<file path="src/rtl/instr_fetch_unit.sv">
// Instruction fetch front end: one outstanding imem read feeding an in-order PC/instruction queue.
// Optional feature macro FETCH_ALIGN_CHECK_EN: misaligned redirects raise fetch_fault and halt fetch.
module instr_fetch_unit #(
  parameter int                ADDR_W   = 32,
  parameter int                DEPTH    = 2,
  parameter logic [ADDR_W-1:0] RESET_PC = 32'h00400000
) (
  input  logic              clk,
  input  logic              rst,
  input  logic              redirect_valid,
  input  logic [ADDR_W-1:0] redirect_pc,
  output logic              imem_req,
  output logic [ADDR_W-1:0] imem_addr,
  input  logic              imem_ready,
  input  logic              imem_rvalid,
  input  logic [ADDR_W-1:0] imem_rdata,
  output logic              instr_valid,
  output logic [ADDR_W-1:0] instr_data,
  output logic [ADDR_W-1:0] instr_pc,
  input  logic              instr_ready,
  output logic              fetch_fault
);

  localparam int PTR_W = (DEPTH > 1) ? $clog2(DEPTH) : 1;
  localparam int CNT_W = PTR_W + 1;
  localparam logic [CNT_W-1:0] DEPTH_C = CNT_W'(DEPTH);

  typedef enum logic [2:0] {
    S_IDLE,
    S_REQ,
    S_WAIT,
    S_DRAIN
`ifdef FETCH_ALIGN_CHECK_EN
    , S_HALT
`endif
  } state_t;

  state_t            state_reg, state_next;
  logic [ADDR_W-1:0] fetch_pc_reg, fetch_pc_next;
  logic [ADDR_W-1:0] req_pc_reg, req_pc_next;
  logic [ADDR_W-1:0] redirect_tgt;
  logic [CNT_W-1:0]  count_reg, count_next, count_after;
  logic [PTR_W-1:0]  rd_ptr_reg, wr_ptr_reg;
  logic [ADDR_W-1:0] data_mem [DEPTH];
  logic [ADDR_W-1:0] pc_mem   [DEPTH];
  logic              imem_req_reg, instr_valid_reg;
  logic              push, pop, flush, accept, pending;

`ifdef FETCH_ALIGN_CHECK_EN
  logic fault_reg, fault_next, misaligned;
  assign redirect_tgt = redirect_pc;
  assign misaligned   = (redirect_pc[1:0] != 2'b00);
  assign fetch_fault  = fault_reg;
`else
  assign redirect_tgt = redirect_pc & {{(ADDR_W-2){1'b1}}, 2'b00};
  assign fetch_fault  = 1'b0;
`endif

  assign imem_req    = imem_req_reg;
  assign imem_addr   = fetch_pc_reg;
  assign instr_valid = instr_valid_reg;
  assign instr_data  = data_mem[rd_ptr_reg];
  assign instr_pc    = pc_mem[rd_ptr_reg];

  always_comb begin
    state_next    = state_reg;
    fetch_pc_next = fetch_pc_reg;
    req_pc_next   = req_pc_reg;
    push          = 1'b0;
    pop           = instr_valid_reg && instr_ready;
    flush         = 1'b0;
    pending       = 1'b0;
    accept        = (state_reg == S_REQ) && imem_ready;
    count_after   = count_reg + CNT_W'(1) - CNT_W'(pop);
`ifdef FETCH_ALIGN_CHECK_EN
    fault_next    = fault_reg;
`endif
    case (state_reg)
      S_IDLE: if (count_reg < DEPTH_C) state_next = S_REQ;
      S_REQ: begin
        if (imem_ready) begin
          req_pc_next   = fetch_pc_reg;
          fetch_pc_next = fetch_pc_reg + ADDR_W'(4);
          state_next    = S_WAIT;
        end
      end
      S_WAIT: begin
        if (imem_rvalid) begin
          push       = 1'b1;
          state_next = (count_after < DEPTH_C) ? S_REQ : S_IDLE;
        end
      end
      S_DRAIN: begin
        if (imem_rvalid) begin
`ifdef FETCH_ALIGN_CHECK_EN
          state_next = fault_reg ? S_HALT : S_REQ;
`else
          state_next = S_REQ;
`endif
        end
      end
`ifdef FETCH_ALIGN_CHECK_EN
      S_HALT: state_next = S_HALT;
`endif
      default: state_next = S_IDLE;
    endcase

    // Redirect overrides everything; a read still owed by memory must be drained first.
    // A response landing in the same cycle settles the pending read, even from DRAIN.
    if (redirect_valid) begin
      flush         = 1'b1;
      push          = 1'b0;
      pop           = 1'b0;
      fetch_pc_next = redirect_tgt;
      pending       = accept ||
                      (((state_reg == S_WAIT) || (state_reg == S_DRAIN)) && !imem_rvalid);
`ifdef FETCH_ALIGN_CHECK_EN
      fault_next = misaligned;
      if (pending)         state_next = S_DRAIN;
      else if (misaligned) state_next = S_HALT;
      else                 state_next = S_REQ;
`else
      state_next = pending ? S_DRAIN : S_REQ;
`endif
    end

    count_next = flush ? '0 : (count_reg + CNT_W'(push) - CNT_W'(pop));
  end

  always_ff @(posedge clk or negedge rst) begin
    if (!rst) begin
      state_reg       <= S_IDLE;
      fetch_pc_reg    <= RESET_PC;
      req_pc_reg      <= '0;
      imem_req_reg    <= 1'b0;
      instr_valid_reg <= 1'b0;
      count_reg       <= '0;
      rd_ptr_reg      <= '0;
      wr_ptr_reg      <= '0;
`ifdef FETCH_ALIGN_CHECK_EN
      fault_reg       <= 1'b0;
`endif
      for (int i = 0; i < DEPTH; i++) begin
        data_mem[i] <= '0;
        pc_mem[i]   <= '0;
      end
    end else begin
      state_reg       <= state_next;
      fetch_pc_reg    <= fetch_pc_next;
      req_pc_reg      <= req_pc_next;
      imem_req_reg    <= (state_next == S_REQ);
      instr_valid_reg <= (count_next != '0);
      count_reg       <= count_next;
`ifdef FETCH_ALIGN_CHECK_EN
      fault_reg       <= fault_next;
`endif
      if (flush) begin
        rd_ptr_reg <= '0;
        wr_ptr_reg <= '0;
      end else begin
        if (push) begin
          data_mem[wr_ptr_reg] <= imem_rdata;
          pc_mem[wr_ptr_reg]   <= req_pc_reg;
          wr_ptr_reg           <= wr_ptr_reg + PTR_W'(1);
        end
        if (pop) rd_ptr_reg <= rd_ptr_reg + PTR_W'(1);
      end
    end
  end

endmodule

</file>
<file path="config.mk">
export PLATFORM = sky130hd
export DESIGN_NAME = instr_fetch_unit
export DESIGN_NICKNAME = d
export VERILOG_FILES = /design/src/rtl/instr_fetch_unit.sv
export SDC_FILE = /design/constraint.sdc
export NUM_CORES = 1
export LEC_CHECK = 0
export ABC_CLOCK_PERIOD_IN_PS = 2900
export CORE_UTILIZATION = 52
export CTS_CLUSTER_DIAMETER = 100
export CTS_CLUSTER_SIZE = 24
export DETAILED_ROUTE_END_ITERATION = 16
export HOLD_SLACK_MARGIN = 0.03
export PLACE_DENSITY = 0.81
export REMOVE_ABC_BUFFERS = 1
export SLEW_MARGIN = 0
export SYNTH_ARGS = -nofsm -noshare
export SYNTH_HDL_FRONTEND = slang
export SYNTH_SLANG_ARGS = --single-unit
</file>
<file path="constraint.sdc">
create_clock -name clk -period 2.9 [get_ports clk]
set_input_delay 0.29 -clock clk [delete_from_list [all_inputs] [get_ports clk]]
set_output_delay 0.29 -clock clk [all_outputs]
set_load 0.03 [all_outputs]
</file>
==> results.cfg, run 1 <==
[status]
status = finished clean

[floorplanning]
start_util_pct = 54.0
die_h_um = 131
rows = 46
fp.dieW_um = 131
design.die.area_sq_mm = 0.0172
core_sq_mm = 0.0161
io_pins = 169

[final_layout]
final_cell_mix = dfrtp_1 (191), mux2_2 (182), clkdlybuf4s50_1 (160)
regMostFlops = data_mem
fill_cells = 1125
postLayoutCoreUtil_pct = 69.9
areaGrowthSynthToFinish_pct = 29.5
top_regs = data_mem: 64 flops, pc_mem: 60 flops
final_common_cell = dfrtp_1
nNetsFinal = 951
largest_reg_flops = 64
drive_above_1_share_pct = 28.1
antenna_cells = 0
stdcell_count = 1107

[setup_path]
r2r_start = state_reg[0]$_DFF_PN0_
critical-path-max-stage-delay_ns = 0.69
worstPathRequired_ns = 2.61
r2r_slack_ns = 0.56
worstPathCellList = buf_4 > mux2_2 > clkdlybuf4s50_1
criticalPathCategory = flop to output pin
crit_path_start_kind = flop
rr_worst_depth = 9
arrival_ns = 2.41
end_kind = output pin
crit_fanout = 15
rr_endpoint = instr_valid$_DFF_PN0_
cpMaxStageDelayCell = dfrtp_2

[hold_path]
min_path_type = input pin to flop
hold_end = imem_addr[11]$_DFFE_PN0P_
timing.hold.worst.start = redirect_pc[11]
min_path_cells = 3

[pwr]
leakage_nw = 5.19
power.density_mw_per_mm2 = 639
finalPower_mw = 7.20
ir_drop_uv = 470

[timing]
finalCritPeriodShare_pct = 93.0
finalSetupViolCount = 0
fmax_mhz = 371
hold_violations = 0
fin_crit_ns = 2.70
final_max_slew_viol_count = 0
worst_slew_pin_slew_ns = 0.911
skew_ns = 0.00838
max_slew_margin_pct = 39.2
tns_ns = 0
rsz0062_at_grt = false

[synth]
synth_seq_cells = 193
synth_area_per_cell_sq_um = 12.1
yosysUniqueCellTypes = 45
ys_seq_area_share_pct = 55.6
yosysTopAreaCell = dfrtp_1
yosys-top-cells-area = dfrtp_1 (55%), mux2_2 (24%), nand2_1 (4.5%), o21ai_0 (1.4%), or4_1 (1.2%)
yosysWarnings = 0
synth_cells = 717
synth_area_sq_mm = 0.00870
synth_top_area_share_pct = 55.3

[flow_run]
maxCapViolCount = 0

[routing]
drtPass1Iterations = 5
wl_per_cell_um = 18.3
drc = 0
drtIter0Drc = 376
wl_mm = 20.3
vias_per_cell = 5.59
antenna_left = 0
vias = 6193

[placed_design]
dp_cells = 1074
gp_congestion = 0.839
io_buffers = 161
dp_hpwl_mm = 13.8

[grt]
grt_overflow_total = 0
antenna_found_initial = 0
grt_usage_pct = 24.7
grt_pass1_vias = 6595
grt_first_pass_wirelength_mm = 33.6
grt_max_degree = 112

[cts]
cts_resized = 0
numCtsBuffers = 17
clkLatencyLatePin_ns = 0.42
cts.path.max_buffers = 2
post-cts-setup-buffer-count = 0
path_clk_slew_ns = 0.07
cts_hold_buf = 1
cts_tree = done
cts_sinks = 193
cts-root-buf = clkbuf_16
cts_max_level = 4
-- power by group --
part           total (mW)  switching, mW  internal [mW]
clock network        2.39           1.00           1.38
registers            3.23          0.239           3.00
logic                1.58          0.833          0.742
-- logic make-up after synthesis --
group / Yosys count / synth area share (%)
adders and majority gates: 3 / 0.432
other: 1 / 0.0431
xor gates and xnor gates: 13 / 1.31
and+or+nand+nor: 205 / 11.4
buffers and inverters: 55 / 2.79
DFF: 193 / 55.6
muxes: 187 / 24.2
AOI/OAI and AO/OA: 60 / 4.24
-- critical path, delay by kind of cell, from the launching register on --
kind	cells	cell delay, ns
mux	1	0.37
buf+inv	2	0.92
flops	1	0.69
-- cells in the mapped netlist, drive strengths merged --
library cell / count
dfrtp: 192
mux2: 186
nand2: 105
clkbuf: 27
o21ai: 24
nor2: 23
buf: 18
a31oi: 16
or4: 16
nand3: 15
nand4: 15
o31ai: 12
inv: 10
xor2: 7
nor4: 6
xnor2: 6
nor3: 4
or3: 4
ha: 3
nor2b: 3
or2: 3
a21boi: 2
a21oi: 2
and2: 2
and3: 2
or3b: 2
a211o: 1
a21o: 1
a221o: 1
and4: 1
and4bb: 1
conb: 1
dfstp: 1
mux2i: 1
nand2b: 1
nand4bb: 1
nor4bb: 1
o211ai: 1
-- how the worst max path moves through the flow --
stage	startpoint	to	slack [ns]	cells past startpoint
floorplan	state_reg[1]$_DFF_PN0_	imem_addr[15]$_DFFE_PN0P_	-1.76	4
global placement	imem_rvalid	instr_valid$_DFF_PN0_	0.45	10
detailed placement	imem_rvalid	instr_valid$_DFF_PN0_	0.31	10
CTS	rd_ptr_reg$_DFFE_PN0P_	instr_pc[28]	0.19	3
global route	rd_ptr_reg$_DFFE_PN0P_	instr_pc[28]	0.15	3
finish	rd_ptr_reg$_DFFE_PN0P_	instr_pc[28]	0.20	3
-- final cells by class --
cell class	instances	area [sq um]	share of cell area [%]
multi-input cells	474	3680	32.7
flip-flops and latches	193	4830	42.9
clock buffers	19	443	3.93
inverters	10	37.5	0.333
repair buffers	182	1840	16.3
well taps	216	270	2.40
clock inverters	13	160	1.42
-- per-stage QoR --
| stage | hold WS (ns) | area (sq um) | worst slack, ns |
|---|---|---|---|
| after CTS | 0.425 | 11300 | 0.186 |
| final | 0.438 | 11300 | 0.202 |
| after floorplan | -0.00559 | 8510 | -1.76 |
| after global placement | 0.452 | 10600 | 0.446 |
| after global routing | 0.437 | 11300 | 0.148 |
| after detailed placement | 0.480 | 10600 | 0.308 |
-- per-layer routing --
layer	GRT usage (%)	share of wire, %
met3	5.13	5.8
met5	0	0
met4	8.79	1.9
met1	32.0	44
met2	41.1	48
Power figures use the tool's default switching activity.
==> run 2: changes to the inputs <==
Settings changed: GPL_TIMING_DRIVEN set to 0.
==> run 2 against run 1 <==
- setup slack got worse by 0.073 ns
- global-route usage fell by 0.88 points
- via count fell by 1.4%
- critical path depth did not move
- largest cell class unchanged
- largest power group unchanged
- critical path type unchanged
- combinational power barely moved
- maximum frequency fell by 2.6%
- sequential share of layout area rose by 0.22 points
- die area did not move
- sequential power barely moved
- critical endpoint is now instr_pc[29]
- non-clock buffer count fell by 12
- sequential cell count did not move
==> results.cfg, run 2 (synthesis gave the netlist of run 1 again) <==
[status]
status = finished clean

[cts]
cts-root-buf = clkbuf_16
cts_tree = done
clkLatencyLatePin_ns = 0.42
cts_sinks = 193
path_clk_slew_ns = 0.07
cts.path.max_buffers = 2
cts_max_level = 4
numCtsBuffers = 17

[setup_path]
crit_family = buffers and inverters
arrival_ns = 2.48
end_kind = output pin
worstPathCellList = buf_12 > mux2_2 > clkdlybuf4s50_1
criticalPathCategory = flop to output pin
crit_cells = 3
path_buf_inv = 2
r2r_slack_ns = 0.14
rr_worst_depth = 4
crit_path_start_kind = flop
rr_endpoint = imem_addr[27]$_DFFE_PN0P_
worstPathRequired_ns = 2.61
critical-path-max-stage-delay_ns = 0.76
crit_fanout = 33
cpMaxStageDelayCell = dfrtp_4
r2r_start = state_reg[1]$_DFF_PN0_

[timing]
rsz0062_at_grt = false
finalCritPeriodShare_pct = 95.6
skew_ns = 0.00907
hold_violations = 0
final_max_slew_viol_count = 0
worst_slew_pin_slew_ns = 1.15
finalSetupViolCount = 0
fmax_mhz = 361
fin_crit_ns = 2.77
holdWs_ns = 0.380
max_slew_margin_pct = 22.5
tns_ns = 0

[pwr]
leakage_nw = 5.14
p_seq_share_pct = 45.5
clock_power_share_pct = 32.6
ir_drop_uv = 377
finalPower_mw = 7.11
switching_share_pct = 28.9
power_frac_comb_pct = 22.0
power.density_mw_per_mm2 = 635
switchingPower_mw = 2.05
intPower_mw = 5.06

[grt]
grt_max_degree = 131
grt_first_pass_wirelength_mm = 32.7
grt_overflow_total = 0
grt_usage_pct = 23.8
grt_pass1_vias = 6366
antenna_found_initial = 0

[hold_path]
min_path_type = input pin to asynchronous set/reset pin

[routing]
drc = 0
antenna_left = 0
top_layer_used = met4
wl_mm = 19.8
drtIter0Drc = 412
drt-met1-wl_mm = 8.86
vias = 6107
drtPass1Iterations = 5
vias_per_cell = 5.58
met2_length_mm = 9.56
wl_per_cell_um = 18.1
dr_wl_met3_mm = 1.05

[floorplanning]
die_h_um = 131
io_pins = 169
rows = 46
design.die.area_sq_mm = 0.0172
start_util_pct = 54.0
core_sq_mm = 0.0161
fp.dieW_um = 131

[final_layout]
areaGrowthSynthToFinish_pct = 28.9
nNetsFinal = 939
postLayoutCoreUtil_pct = 69.6
fin_area_sq_mm = 0.0112
final_cell_mix = dfrtp_1 (191), mux2_2 (182), clkdlybuf4s50_1 (159)
top_regs = data_mem: 64 flops, pc_mem: 60 flops
regMostFlops = data_mem
final_common_cell = dfrtp_1
drive_above_1_share_pct = 27.0
fill_cells = 1160
antenna_cells = 0
largest_reg_flops = 64

[placed_design]
gp_congestion = 0.854
place_area_sq_mm = 0.0106
io_buffers = 161
dp_hpwl_mm = 13.2

[flow_run]
maxCapViolCount = 0
## run 2: cell types whose count changed in the layout (fill, tap and decap cells not counted), sizes merged
cell,previous run,this run
inv,12,13
clkdlybuf4s15,0,1
bufinv,3,2
buf,20,9
clkinv,6,3
clkdlybuf4s50,160,159
clkbuf,20,21
## run 2: worst max-delay path by stage
stage,from,endpoint,slack (ns)
after floorplan,state_reg[1]$_DFF_PN0_,imem_addr[15]$_DFFE_PN0P_,-1.76
after detailed placement,redirect_valid,instr_valid$_DFF_PN0_,-0.96
final,rd_ptr_reg$_DFFE_PN0P_,instr_pc[29],0.13
after global placement,rst,pc_mem[28]$_DFFE_PN0P_,-5.97
after global routing,state_reg[1]$_DFF_PN0_,imem_addr[31]$_DFFE_PN0P_,0.008
after CTS,rd_ptr_reg$_DFFE_PN0P_,instr_pc[22],0.02
## run 2: area by class of cell
class	instances	area, sq um	area share [%]
Tap cell	216	270	2.41
Sequential cell	193	4830	43.1
Timing Repair Buffer	170	1800	16.0
Clock inverter	10	126	1.13
Multi-Input combinational cell	474	3680	32.8
Clock buffer	21	460	4.11
Inverter	10	40.0	0.357
## run 2: what timing repair did
action	in CTS	in global routing
hold buffers	1	0
setup buffers	0	1
setup endpoints to repair	109	41
resized for setup	4	0
endpoints found under the hold margin	63	0
## run 2: routing by layer
| layer | vias to the layer above | GRT usage (%) |
|---|---|---|
| li1 | 2836 | - |
| met1 | 3040 | 31.5 |
| met2 | 203 | 39.6 |
| met3 | 28 | 4.86 |
| met4 | 0 | 7.30 |
| met5 | - | 0 |
## run 2: stage by stage
stage	setup slack [ns]	cells
global placement	-5.97	1054
detailed placement	-0.962	1061
global route	0.00783	1094
CTS	0.0176	1093
finish	0.129	1094
floorplan	-1.76	677
## run 2: power by group through the flow
| stage | Sequential (mW) | Clock [mW] | Combinational (mW) |
|---|---|---|---|
| floorplan | 3.29 | 0 | 0.828 |
| global placement | 3.25 | 0 | 1.52 |
| detailed placement | 3.28 | 0 | 1.57 |
| CTS | 3.23 | 2.37 | 1.58 |
| global route | 3.28 | 2.47 | 1.67 |
| finish | 3.23 | 2.32 | 1.56 |
==> run 3: changes to the inputs <==
Settings changed: CORE_UTILIZATION 52 to 45, PLACE_DENSITY 0.81 to 0.72.
==> run 3 against run 2 <==
- non-clock buffer count did not move
- utilization fell by 9.8 points
- sequential power barely moved
==> results.cfg, run 3 (synthesis gave the netlist of run 1 again) <==
[setup_path]
arrival_ns = 3.06
rr_endpoint = imem_addr[31]$_DFFE_PN0P_
worstPathCellList = nand4bb_2 > buf_12 > nor4_1 > a21oi_1 > or3b_2
end_kind = flop
worstPathRequired_ns = 3.20
r2r_slack_ns = 0.14
crit_fanout = 33
path_buf_inv = 1
rr_worst_depth = 5
cpMaxStageDelayCell = nor4_1
r2r_start = state_reg[2]$_DFF_PN0_
criticalPathCategory = flop to flop
crit_path_start_kind = flop
critical-path-max-stage-delay_ns = 0.68
crit_family = simple AND/OR/NAND/NOR gates

[timing]
finalCritPeriodShare_pct = 95.1
fin_crit_ns = 2.76
max_slew_margin_pct = 19.4
skew_ns = 0.00988
final_max_slew_viol_count = 0
rsz0062_at_grt = false
fmax_mhz = 363
hold_violations = 0
finalSetupViolCount = 0
worst_slew_pin_slew_ns = 1.20

[pwr]
finalPower_mw = 7.14
ir_drop_uv = 411
leakage_nw = 5.14
power.density_mw_per_mm2 = 634

[routing]
antenna_left = 0
wl_per_cell_um = 16.8
drc = 0
wl_mm = 19.1
vias_per_cell = 5.29
vias = 6030
drtIter0Drc = 317
drtPass1Iterations = 5

[final_layout]
areaGrowthSynthToFinish_pct = 29.4
postLayoutCoreUtil_pct = 59.8
largest_reg_flops = 64
stdcell_count = 1139
final_cell_mix = dfrtp_1 (191), mux2_2 (182), clkdlybuf4s50_1 (159)
drive_above_1_share_pct = 27.2
top_regs = data_mem: 64 flops, pc_mem: 60 flops
fill_cells = 1554
antenna_cells = 0
nNetsFinal = 939
regMostFlops = data_mem
seqCellArea_sq_mm = 0.00483
fin_area_sq_mm = 0.0113
multiInputGateArea_sq_mm = 0.00368
final_common_cell = dfrtp_1

[cts]
numCtsBuffers = 17
path_clk_slew_ns = 0.07
cts-root-buf = clkbuf_16
cts_max_level = 4
clkLatencyLatePin_ns = 0.42
cts.path.max_buffers = 2
cts_sinks = 193
cts_tree = done

[grt]
grt_first_pass_wirelength_mm = 32.1
grt_usage_pct = 20.4
antenna_found_initial = 0
grt_overflow_total = 0
grt_max_degree = 121
grt_pass1_vias = 6259

[hold_path]
hold_end = imem_addr[22]$_DFFE_PN1P_
timing.hold.worst.start = redirect_pc[22]
min_path_cells = 3
min_path_type = input pin to flop

[status]
status = finished clean

[placed_design]
io_buffers = 161
dp_cells = 1106
place_area_sq_mm = 0.0107
gp_congestion = 0.763
dp_hpwl_mm = 12.9

[floorplanning]
design.die.area_sq_mm = 0.0199
fp.dieW_um = 141
die_h_um = 141
core_sq_mm = 0.0188
start_util_pct = 46.2
rows = 50
io_pins = 169

[flow_run]
maxCapViolCount = 0
## run 3: cell types whose count changed in the layout (fill, tap and decap cells not counted)
cell / change
clkdlybuf4s15_2: -1
clkinv_4: -1
clkbuf_1: -1
clkbuf_2: +1
buf_16: -1
clkbuf_8: -1
buf_12: +1
inv_6: +3
clkinv_2: +1
## run 3: metal layers
layer	global-route usage (%)	wire length, um	vias to the layer above
met1	27.7	9050	3003
met3	5.06	1070	20
li1	-	-	2848
met2	32.7	8790	159
met5	0	0	-
met4	5.72	234	0
## run 3: worst min-delay path: cells and delay by family
kind	cells	cell delay [ns]
buffers and inverters	1	0.39
AOI/OAI and AO/OA	1	0.04
and+or+nand+nor	1	0.08
## run 3: where the power goes
group	internal, mW	switching [mW]	leakage, nW
logic	0.737	0.815	2.32
registers	2.99	0.224	2.53
clock network	1.31	1.05	0.287
## run 3: worst max-delay path by stage
| stage | start | endpoint | slack [ns] | depth (start not counted) |
|---|---|---|---|---|
| 2_1_floorplan | state_reg[1]$_DFF_PN0_ | imem_addr[15]$_DFFE_PN0P_ | -1.76 | 4 |
| 3_3_place_gp | rst | pc_mem[63]$_DFFE_PN0P_ | -6.69 | 1 |
| 3_5_place_dp | redirect_valid | data_mem[37]$_DFFE_PN0P_ | -0.99 | 7 |
| 4_1_cts | redirect_valid | instr_valid$_DFF_PN0_ | 0.04 | 10 |
| 5_1_grt | rd_ptr_reg$_DFFE_PN0P_ | instr_pc[18] | 0.05 | 3 |
| 6_report | state_reg[2]$_DFF_PN0_ | imem_addr[31]$_DFFE_PN0P_ | 0.14 | 5 |
## run 3: area by class of cell
cell class / instances / area share, %
clock inverter: 13 / 1.32
inverter: 10 / 0.356
timing repair buffer: 170 / 15.8
sequential: 193 / 43.0
multi-input combinational: 474 / 32.7
clock buffer: 19 / 3.94
tap: 260 / 2.89
## run 3: stage by stage
| stage | TNS, ns | hold WS (ns) | worst slack (ns) |
|---|---|---|---|
| floorplan | -116.60 | -0.00559 | -1.76 |
| global placement | -2013.90 | 0.471 | -6.69 |
| detailed placement | -89.10 | 0.308 | -0.986 |
| CTS | 0 | 0.383 | 0.0405 |
| global route | 0 | 0.406 | 0.0501 |
| finish | 0 | 0.400 | 0.142 |
## run 3: timing repair
action,CTS,global route
endpoints found under the setup margin,107,2
hold endpoints to repair,73,0
hold buffers,1,0
buffers inserted,0,0
resized for setup,2,2
